<file path="src/rtl/pipe_ctrl_pkg.sv">
// Shared definitions for the pipeline stall/flush/redirect controller.
//   - ctrl_state_e : trap-entry sequencer states
//   - CSR_MEPC / CSR_MCAUSE : CSR addresses written during trap entry
//   - IRQ_CAUSE_M_EXT : mcause code for a machine external interrupt
//   - STALL_* : bit positions inside the stall vector
package pipe_ctrl_pkg;

  typedef enum logic [1:0] {
    CTRL_RUN     = 2'd0,
    CTRL_T_MEPC  = 2'd1,
    CTRL_T_CAUSE = 2'd2
  } ctrl_state_e;

  localparam logic [11:0] CSR_MEPC   = 12'h341;
  localparam logic [11:0] CSR_MCAUSE = 12'h342;

  // Interrupt bit set, exception code 11 (machine external interrupt).
  localparam logic [31:0] IRQ_CAUSE_M_EXT = 32'h8000_000B;

  localparam int STALL_PC     = 0;
  localparam int STALL_IF_ID  = 1;
  localparam int STALL_ID_EX  = 2;
  localparam int STALL_EX_MEM = 3;
  localparam int STALL_MEM_WB = 4;

endpackage

</file>
<file path="src/rtl/pipe_ctrl.sv">
// Central stall/flush/redirect controller for a 5-stage pipeline.
// Arbitrates trap, interrupt, mret, branch, EX-busy and load-use hazards
// (highest priority first) and sequences trap entry by writing mepc and
// then mcause over the single CSR write port.
//
// Ports:
//   clk, rst                 clock, synchronous active-low reset
//   stallreq_id/_ex          load-use hazard / multi-cycle EX busy
//   branch_taken_ex/_target  taken branch resolved in EX and its target
//   exc_req_mem/_cause_mem   synchronous exception in MEM and its code
//   mret_mem, mem_valid      mret in MEM / MEM holds a real instruction
//   mem_pc                   PC of the MEM instruction
//   irq_pending, irq_en      external interrupt pending / enabled
//   csr_mtvec, csr_mepc      trap vector / return PC
//   stall[4:0]               pc, if_id, id_ex, ex_mem, mem_wb hold
//   flush_*                  load bubble into the named pipeline register
//   redirect_en/_pc          PC takes redirect_pc on the next edge
//   trap_csr_wr_*            CSR write port used during trap entry
//   busy                     trap-entry sequence in progress
module pipe_ctrl
  import pipe_ctrl_pkg::*;
#(
  parameter int               XLEN        = 32,
  parameter int               CSR_AW      = 12,
  parameter logic [CSR_AW-1:0] MEPC_ADDR   = CSR_AW'(CSR_MEPC),
  parameter logic [CSR_AW-1:0] MCAUSE_ADDR = CSR_AW'(CSR_MCAUSE)
) (
  input  logic              clk,
  input  logic              rst,
  input  logic              stallreq_id,
  input  logic              stallreq_ex,
  input  logic              branch_taken_ex,
  input  logic [XLEN-1:0]   branch_target_ex,
  input  logic              exc_req_mem,
  input  logic [XLEN-1:0]   exc_cause_mem,
  input  logic              mret_mem,
  input  logic              mem_valid,
  input  logic [XLEN-1:0]   mem_pc,
  input  logic              irq_pending,
  input  logic              irq_en,
  input  logic [XLEN-1:0]   csr_mtvec,
  input  logic [XLEN-1:0]   csr_mepc,
  output logic [4:0]        stall,
  output logic              flush_if_id,
  output logic              flush_id_ex,
  output logic              flush_ex_mem,
  output logic              flush_mem_wb,
  output logic              redirect_en,
  output logic [XLEN-1:0]   redirect_pc,
  output logic              trap_csr_wr_en,
  output logic [CSR_AW-1:0] trap_csr_wr_addr,
  output logic [XLEN-1:0]   trap_csr_wr_data,
  output logic              busy
);

  localparam logic [XLEN-1:0] IRQ_CAUSE = {1'b1, (XLEN-1)'(11)};

  ctrl_state_e     state_q, state_d;
  logic [XLEN-1:0] trap_pc_q, trap_pc_d;
  logic [XLEN-1:0] trap_cause_q, trap_cause_d;

  logic exc_take;
  logic irq_take;

  // An interrupt never preempts an mret in MEM, so the handler cannot be
  // re-entered before the return completes.
  assign exc_take = exc_req_mem & mem_valid;
  assign irq_take = irq_pending & irq_en & mem_valid & ~mret_mem;

  always_comb begin
    state_d          = state_q;
    trap_pc_d        = trap_pc_q;
    trap_cause_d     = trap_cause_q;
    stall            = '0;
    flush_if_id      = 1'b0;
    flush_id_ex      = 1'b0;
    flush_ex_mem     = 1'b0;
    flush_mem_wb     = 1'b0;
    redirect_en      = 1'b0;
    redirect_pc      = '0;
    trap_csr_wr_en   = 1'b0;
    trap_csr_wr_addr = '0;
    trap_csr_wr_data = '0;
    busy             = 1'b0;

    if (rst) begin
      busy = (state_q != CTRL_RUN);
      case (state_q)
        CTRL_RUN: begin
          if (exc_take || irq_take) begin
            flush_if_id  = 1'b1;
            flush_id_ex  = 1'b1;
            flush_ex_mem = 1'b1;
            flush_mem_wb = 1'b1;
            redirect_en  = 1'b1;
            redirect_pc  = csr_mtvec;
            trap_pc_d    = mem_pc;
            trap_cause_d = exc_take ? exc_cause_mem : IRQ_CAUSE;
            state_d      = CTRL_T_MEPC;
          end else if (mret_mem) begin
            flush_if_id  = 1'b1;
            flush_id_ex  = 1'b1;
            flush_ex_mem = 1'b1;
            redirect_en  = 1'b1;
            redirect_pc  = csr_mepc;
          end else if (branch_taken_ex) begin
            flush_if_id  = 1'b1;
            flush_id_ex  = 1'b1;
            redirect_en  = 1'b1;
            redirect_pc  = branch_target_ex;
          end else if (stallreq_ex) begin
            // Freeze everything up to EX; MEM gets a bubble and drains to WB.
            stall[STALL_PC]     = 1'b1;
            stall[STALL_IF_ID]  = 1'b1;
            stall[STALL_ID_EX]  = 1'b1;
            stall[STALL_EX_MEM] = 1'b1;
            flush_ex_mem        = 1'b1;
          end else if (stallreq_id) begin
            stall[STALL_PC]    = 1'b1;
            stall[STALL_IF_ID] = 1'b1;
            flush_id_ex        = 1'b1;
          end
        end
        CTRL_T_MEPC: begin
          // Hold the handler fetch out of decode until both CSRs commit.
          stall[STALL_PC]  = 1'b1;
          flush_if_id      = 1'b1;
          trap_csr_wr_en   = 1'b1;
          trap_csr_wr_addr = MEPC_ADDR;
          trap_csr_wr_data = trap_pc_q;
          state_d          = CTRL_T_CAUSE;
        end
        CTRL_T_CAUSE: begin
          stall[STALL_PC]  = 1'b1;
          flush_if_id      = 1'b1;
          trap_csr_wr_en   = 1'b1;
          trap_csr_wr_addr = MCAUSE_ADDR;
          trap_csr_wr_data = trap_cause_q;
          state_d          = CTRL_RUN;
        end
        default: state_d = CTRL_RUN;
      endcase
    end
  end

  always_ff @(posedge clk) begin
    if (!rst) begin
      state_q      <= CTRL_RUN;
      trap_pc_q    <= '0;
      trap_cause_q <= '0;
    end else begin
      state_q      <= state_d;
      trap_pc_q    <= trap_pc_d;
      trap_cause_q <= trap_cause_d;
    end
  end

endmodule

</file>
<file path="config.mk">
export PLATFORM = sky130hd
export DESIGN_NAME = pipe_ctrl
export DESIGN_NICKNAME = d
export VERILOG_FILES = /design/src/rtl/pipe_ctrl_pkg.sv /design/src/rtl/pipe_ctrl.sv
export SDC_FILE = /design/constraint.sdc
export NUM_CORES = 1
export LEC_CHECK = 0
export ABC_CLOCK_PERIOD_IN_PS = 1790
export BUFFER_PORTS_ARGS = -buffer_cell sky130_fd_sc_hd__buf_2
export CAP_MARGIN = 20
export CELL_PAD_IN_SITES_DETAIL_PLACEMENT = 1
export CELL_PAD_IN_SITES_GLOBAL_PLACEMENT = 1
export CORE_UTILIZATION = 29
export DETAILED_ROUTE_END_ITERATION = 8
export PLACE_DENSITY_LB_ADDON = 0.05
export SETUP_SLACK_MARGIN = 0.2
export SKIP_LAST_GASP = 1
export SLEW_MARGIN = 20
export SYNTH_ARGS = -nofsm -noshare
export SYNTH_HDL_FRONTEND = slang
export SYNTH_SLANG_ARGS = --single-unit
</file>
<file path="constraint.sdc">
create_clock -name clk -period 1.79 [get_ports clk]
set_input_delay 0.179 -clock clk [delete_from_list [all_inputs] [get_ports clk]]
set_output_delay 0.179 -clock clk [all_outputs]
set_load 0.01 [all_outputs]
</file>
# Word-level counts from Yosys, hierarchy flattened
# Cells that the tools add are included.
[word_totals]
register_bits = 66
in_bits = 170
out_inout_bits = 88
[op_classes]
n_eq_ne = 3
n_mux = 47
n_bitwise = 5
n_reduce_logical = 5
[ops]
columns = ["op", "n"]
rows = [
  ["32-bit two-way mux", 7],
  ["32-bit one-hot mux with 2 select lines", 1],
  ["1-bit two-way mux", 25],
  ["10-bit one-hot mux with 2 select lines", 1],
  ["4-bit two-way mux", 4],
  ["10-bit two-way mux", 1],
  ["2-bit two-way mux", 4],
  ["1-bit AND", 4],
  ["1-bit one-hot mux with 2 select lines", 2],
  ["2-bit one-hot mux with 2 select lines", 1],
  ["3-bit two-way mux", 1],
  ["2-bit by 1-bit == test with 1-bit output (second input constant)", 1],
  ["2-bit == test (second input constant)", 1],
  ["2-bit logical NOT", 1],
  ["2-bit inequality test (second input constant)", 1],
  ["2-bit AND reduction", 1],
  ["2-bit nonzero test", 1],
  ["2-bit OR reduction", 1],
  ["1-bit logical OR", 1],
  ["1-bit inverter", 1],
]

# Logic depth before layout (Yosys ltp)
[logic_depth]
depth_word = 7
mapped_depth = 8
depth_no_buf = 5

# Least setup slack after synthesis
# Ideal clock, no wire load.
[synth_path]
path_kind = "flip-flop to output port"
start = "register state_q[0]"
end = "output port trap_csr_wr_addr[6]"
arrival_ps = 1507
path_slack_ps = 104
stages_incl_launch_ff = 7
path_buffers = 2
path_cell_list = "dfxtp_1 inv_1 ha_1 nand2_1 clkbuf_1 inv_1 buf_4"
[synth_between]
elab_chain_cells = 3
word_cells_on_any_way = 4
[synth_rtl]
columns = ["element", "line", "source"]
rows = [
  ["start, declared", "pipe_ctrl.sv:58", "ctrl_state_e state_q, state_d;"],
  ["start signal, assigned", "pipe_ctrl.sv:152", "state_q <= state_d;"],
  ["2-bit == test or 2-bit by 1-bit == test with 1-bit output (tied branches)", "pipe_ctrl.sv:88", "case (state_q)"],
  ["10-bit one-hot mux with 2 select lines (*)", "pipe_ctrl.sv:88", ""],
  ["10-bit two-way mux (*)", "pipe_ctrl.sv:86", "if (rst) begin"],
  ["end, declared", "pipe_ctrl.sv:51", "output logic [CSR_AW-1:0] trap_csr_wr_addr,"],
]
# Every way passes the cells marked *; elsewhere a longest branch is shown, timed or not.

# Worst setup path in the final report
[layout_path]
start = "register state_q[1]"
end = "output port stall[1]"
[layout_between]
elab_chain_cells = 3
[layout_rtl]
columns = ["element", "line", "source"]
rows = [
  ["2-bit logical NOT", "pipe_ctrl.sv:88", ""],
  ["3-bit two-way mux", "pipe_ctrl.sv:88", ""],
  ["4-bit two-way mux", "pipe_ctrl.sv:86", ""],
  ["end, declared", "pipe_ctrl.sv:43", "output logic [4:0] stall,"],
]
# No other way between the ends.

==> flow_metrics.tcl <==
set metrics [dict create \
    run_status "finished, final reports clean" \
    number_of_vias_in_the_routed_layout 4739 \
    seq_area_frac_synth 0.3309 \
    core_region_area_um2 13350 \
    global_route_wire_length_before_repair_mm 25.40 \
    synth.distinct_cells 39 \
    crit_path_end_kind "output port" \
    nNetsFinal 910 \
    dpl_worst_slack_ps -27.51 \
    initial_antenna_violation_count 0 \
    cp.arrival_ps 1610 \
    via_count_of_the_first_global_routing_pass 4878 \
    layout_setup_ws_ps 5.383 \
    cts_tree "done" \
    cts_buffer_depth 2 \
    layout_cells_sized_above_1 0.5413 \
    final.period_utilization 0.9970 \
    drt.antenna.violating_nets 0 \
    core.rowCount 42 \
    die_area_um2 14240 \
    yosys_register_bits 66 \
    post-route-min-period_ps 1785 \
    critical_path.startpoint_type "flip-flop" \
    power.total_mw 7.061 \
    tightest_slew_ps 666.2 \
    insertion_delay_ps 330 \
    drt_pass1_iterations 4 \
    synth_enable_flop_cells 0 \
    grt_usage 0.2245 \
    initial_core_util 0.2991 \
    timing.max_cap.violations 0 \
    numCtsBuffers 9 \
    synth_top_area_share 0.3309 \
    vdd_ir_drop_max_mv 0.6898 \
    diodes 0 \
    final_wtd_congestion 0.7607 \
    post_synth_main_area_contributors "sky130_fd_sc_hd__dfxtp_1 33%, sky130_fd_sc_hd__a22oi_1 12%, sky130_fd_sc_hd__nand2_1 8.2%" \
    pwr_density_cell_nw_per_um2 1072 \
    nFillCells 1628 \
    synth_ff_type "sky130_fd_sc_hd__dfxtp_1" \
    dr.first_iter.drc_count 193 \
    post-synth-top-count-cell "sky130_fd_sc_hd__nand2_1" \
    setup_viol 0 \
    finalHoldViolCount 0 \
    final-max-slew-violation-count 0 \
    syn-instance-count 487 \
    overflow 0 \
    wl_per_cell_um 19.08 \
    path_clk_slew_ps 60 \
    tritoncts_num_sinks 66 \
    static-leakage-power_nw 2.893 \
    synthDominantAreaCellType "sky130_fd_sc_hd__dfxtp_1" \
    syn_area_um2 3993 \
    boundary_pin_count 258 \
    totalWireLength_mm 17.46 \
    syn_area_per_cell_um2 8.198 \
    fp.dieH_um 119.3 \
    max-slew-margin-rel 0.5542 \
    remaining_drc_errors 0 \
    cts_root_buf "sky130_fd_sc_hd__clkbuf_16" \
    ys_warn_count 0 \
    timing.clock.skew_ps 4.171 \
    port-buffer-count 249 \
    place_hpwl_mm 11.65 \
    timing.critical_path.fanout_max 5 \
    worst-setup-path-type "reg -> out" \
    ys_top_cells_by_count "87 x sky130_fd_sc_hd__nand2_1, 66 x sky130_fd_sc_hd__dfxtp_1, 63 x sky130_fd_sc_hd__a22oi_1" \
    cp_data_required_time_ps 1610 \
    cts.htree.levels 3 \
    floorplan.die.width_um 119.3 \
    syn2layout_area_growth_pct 64.93 \
    clock.fmax_mhz 560.3 \
    grt_max_degree 58 \
    cts.hold.buffers_added 0 \
    hold_class "in -> reg" \
    avgViaCountPerCell 5.179 \
    rsz0062_at_grt "yes" \
    synth_async_sr_flop_share 0 \
]
-- area by class of cell --
cell class | instances | area [um^2] | share of cell area
clock inverter | 4 | 51.30 | 0.007790
timing repair buffer | 296 | 1979 | 0.3006
tap | 176 | 220.2 | 0.03344
inverter | 4 | 20.02 | 0.003040
sequential | 66 | 1326 | 0.2014
multi-input combinational | 357 | 2741 | 0.4163
clock buffer | 12 | 246.5 | 0.03743
-- critical path: stages (launching register included) --
cell and delay (ps):
sky130_fd_sc_hd__dfxtp_4 360, sky130_fd_sc_hd__inv_4 80, sky130_fd_sc_hd__ha_4 170, sky130_fd_sc_hd__nand2_8 90, sky130_fd_sc_hd__buf_12 150, sky130_fd_sc_hd__nor4b_4 240, sky130_fd_sc_hd__buf_2 170
-- final timing paths --
check / start / to / slack [ps] / cells past startpoint
max: state_q[1] / stall[1] / 5 / 6
max reg2reg: state_q[1] / trap_pc_q[28] / 140 / 8
min: exc_cause_mem[23] / trap_cause_q[23] / 60 / 2
min reg2reg: trap_pc_q[0] / trap_pc_q[0] / 460 / 2
-- placed cells by master (no fill, tap or decap), types with 4 or more instances in the layout --
| cell | instances |
|---|---|
| sky130_fd_sc_hd__o22ai_1 | 6 |
| sky130_fd_sc_hd__nand2_1 | 84 |
| sky130_fd_sc_hd__ha_4 | 4 |
| sky130_fd_sc_hd__o221a_2 | 4 |
| sky130_fd_sc_hd__dfxtp_1 | 64 |
| sky130_fd_sc_hd__a211oi_1 | 5 |
| sky130_fd_sc_hd__clkbuf_16 | 16 |
| sky130_fd_sc_hd__a32o_1 | 20 |
| sky130_fd_sc_hd__conb_1 | 8 |
| sky130_fd_sc_hd__a211oi_2 | 25 |
| sky130_fd_sc_hd__nor2_1 | 34 |
| sky130_fd_sc_hd__a22oi_2 | 25 |
| sky130_fd_sc_hd__buf_2 | 242 |
| sky130_fd_sc_hd__a21oi_1 | 32 |
| sky130_fd_sc_hd__buf_4 | 18 |
| sky130_fd_sc_hd__buf_6 | 14 |
| sky130_fd_sc_hd__mux2i_1 | 31 |
| sky130_fd_sc_hd__a22oi_1 | 38 |
| sky130_fd_sc_hd__buf_12 | 10 |
-- registers in the layout (all words and copies together) (netlist names) --
name          cells
trap_pc_q        32
trap_cause_q     32
state_q           2
-- report_power, final --
group          internal [mW]  total (mW)  switching (mW)
clock network           1.12        1.76           0.647
logic                   1.69        3.48            1.79
registers               1.67        1.82           0.143
total                   4.48        7.06            2.58
-- kinds of logic after synthesis --
logic type	synth area share
fa+ha+maj	0.01880
flops	0.3309
simple gates	0.1479
other cells	0.0009392
buf+inv	0.1012
compound gates	0.3200
mux	0.08023
-- metal layers --
metal / up-vias / part of all wire / global-route usage
li1: 2273 / - / -
met1: 2282 / 0.41 / 0.2611
met2: 159 / 0.52 / 0.4132
met3: 25 / 0.052 / 0.04646
met4: 0 / 0.016 / 0.06016
met5: - / 0 / 0
-- timing repair --
| item | CTS | global route |
|---|---|---|
| gates resized for setup | 53 | 56 |
| setup buffers | 5 | 4 |
| endpoints found under the setup margin | 144 | 132 |
| pin swaps | 4 | 11 |
| cloned | 2 | 11 |
-- through the flow --
stage                     setup TNS (ps)  area, um^2  hold slack (ps)  cells    util
after global routing              -279.4        6585            58.79    915  0.4933
after CTS                         -3.348        6035            50.20    900  0.4521
final                                  0        6585            58.77    915  0.4933
after detailed placement          -234.2        5429            398.5    877  0.4067
after global placement                 0        5429            391.4    877  0.4067
after floorplan                        0        4066            304.8    494       -
Power figures use the tool's default switching activity.
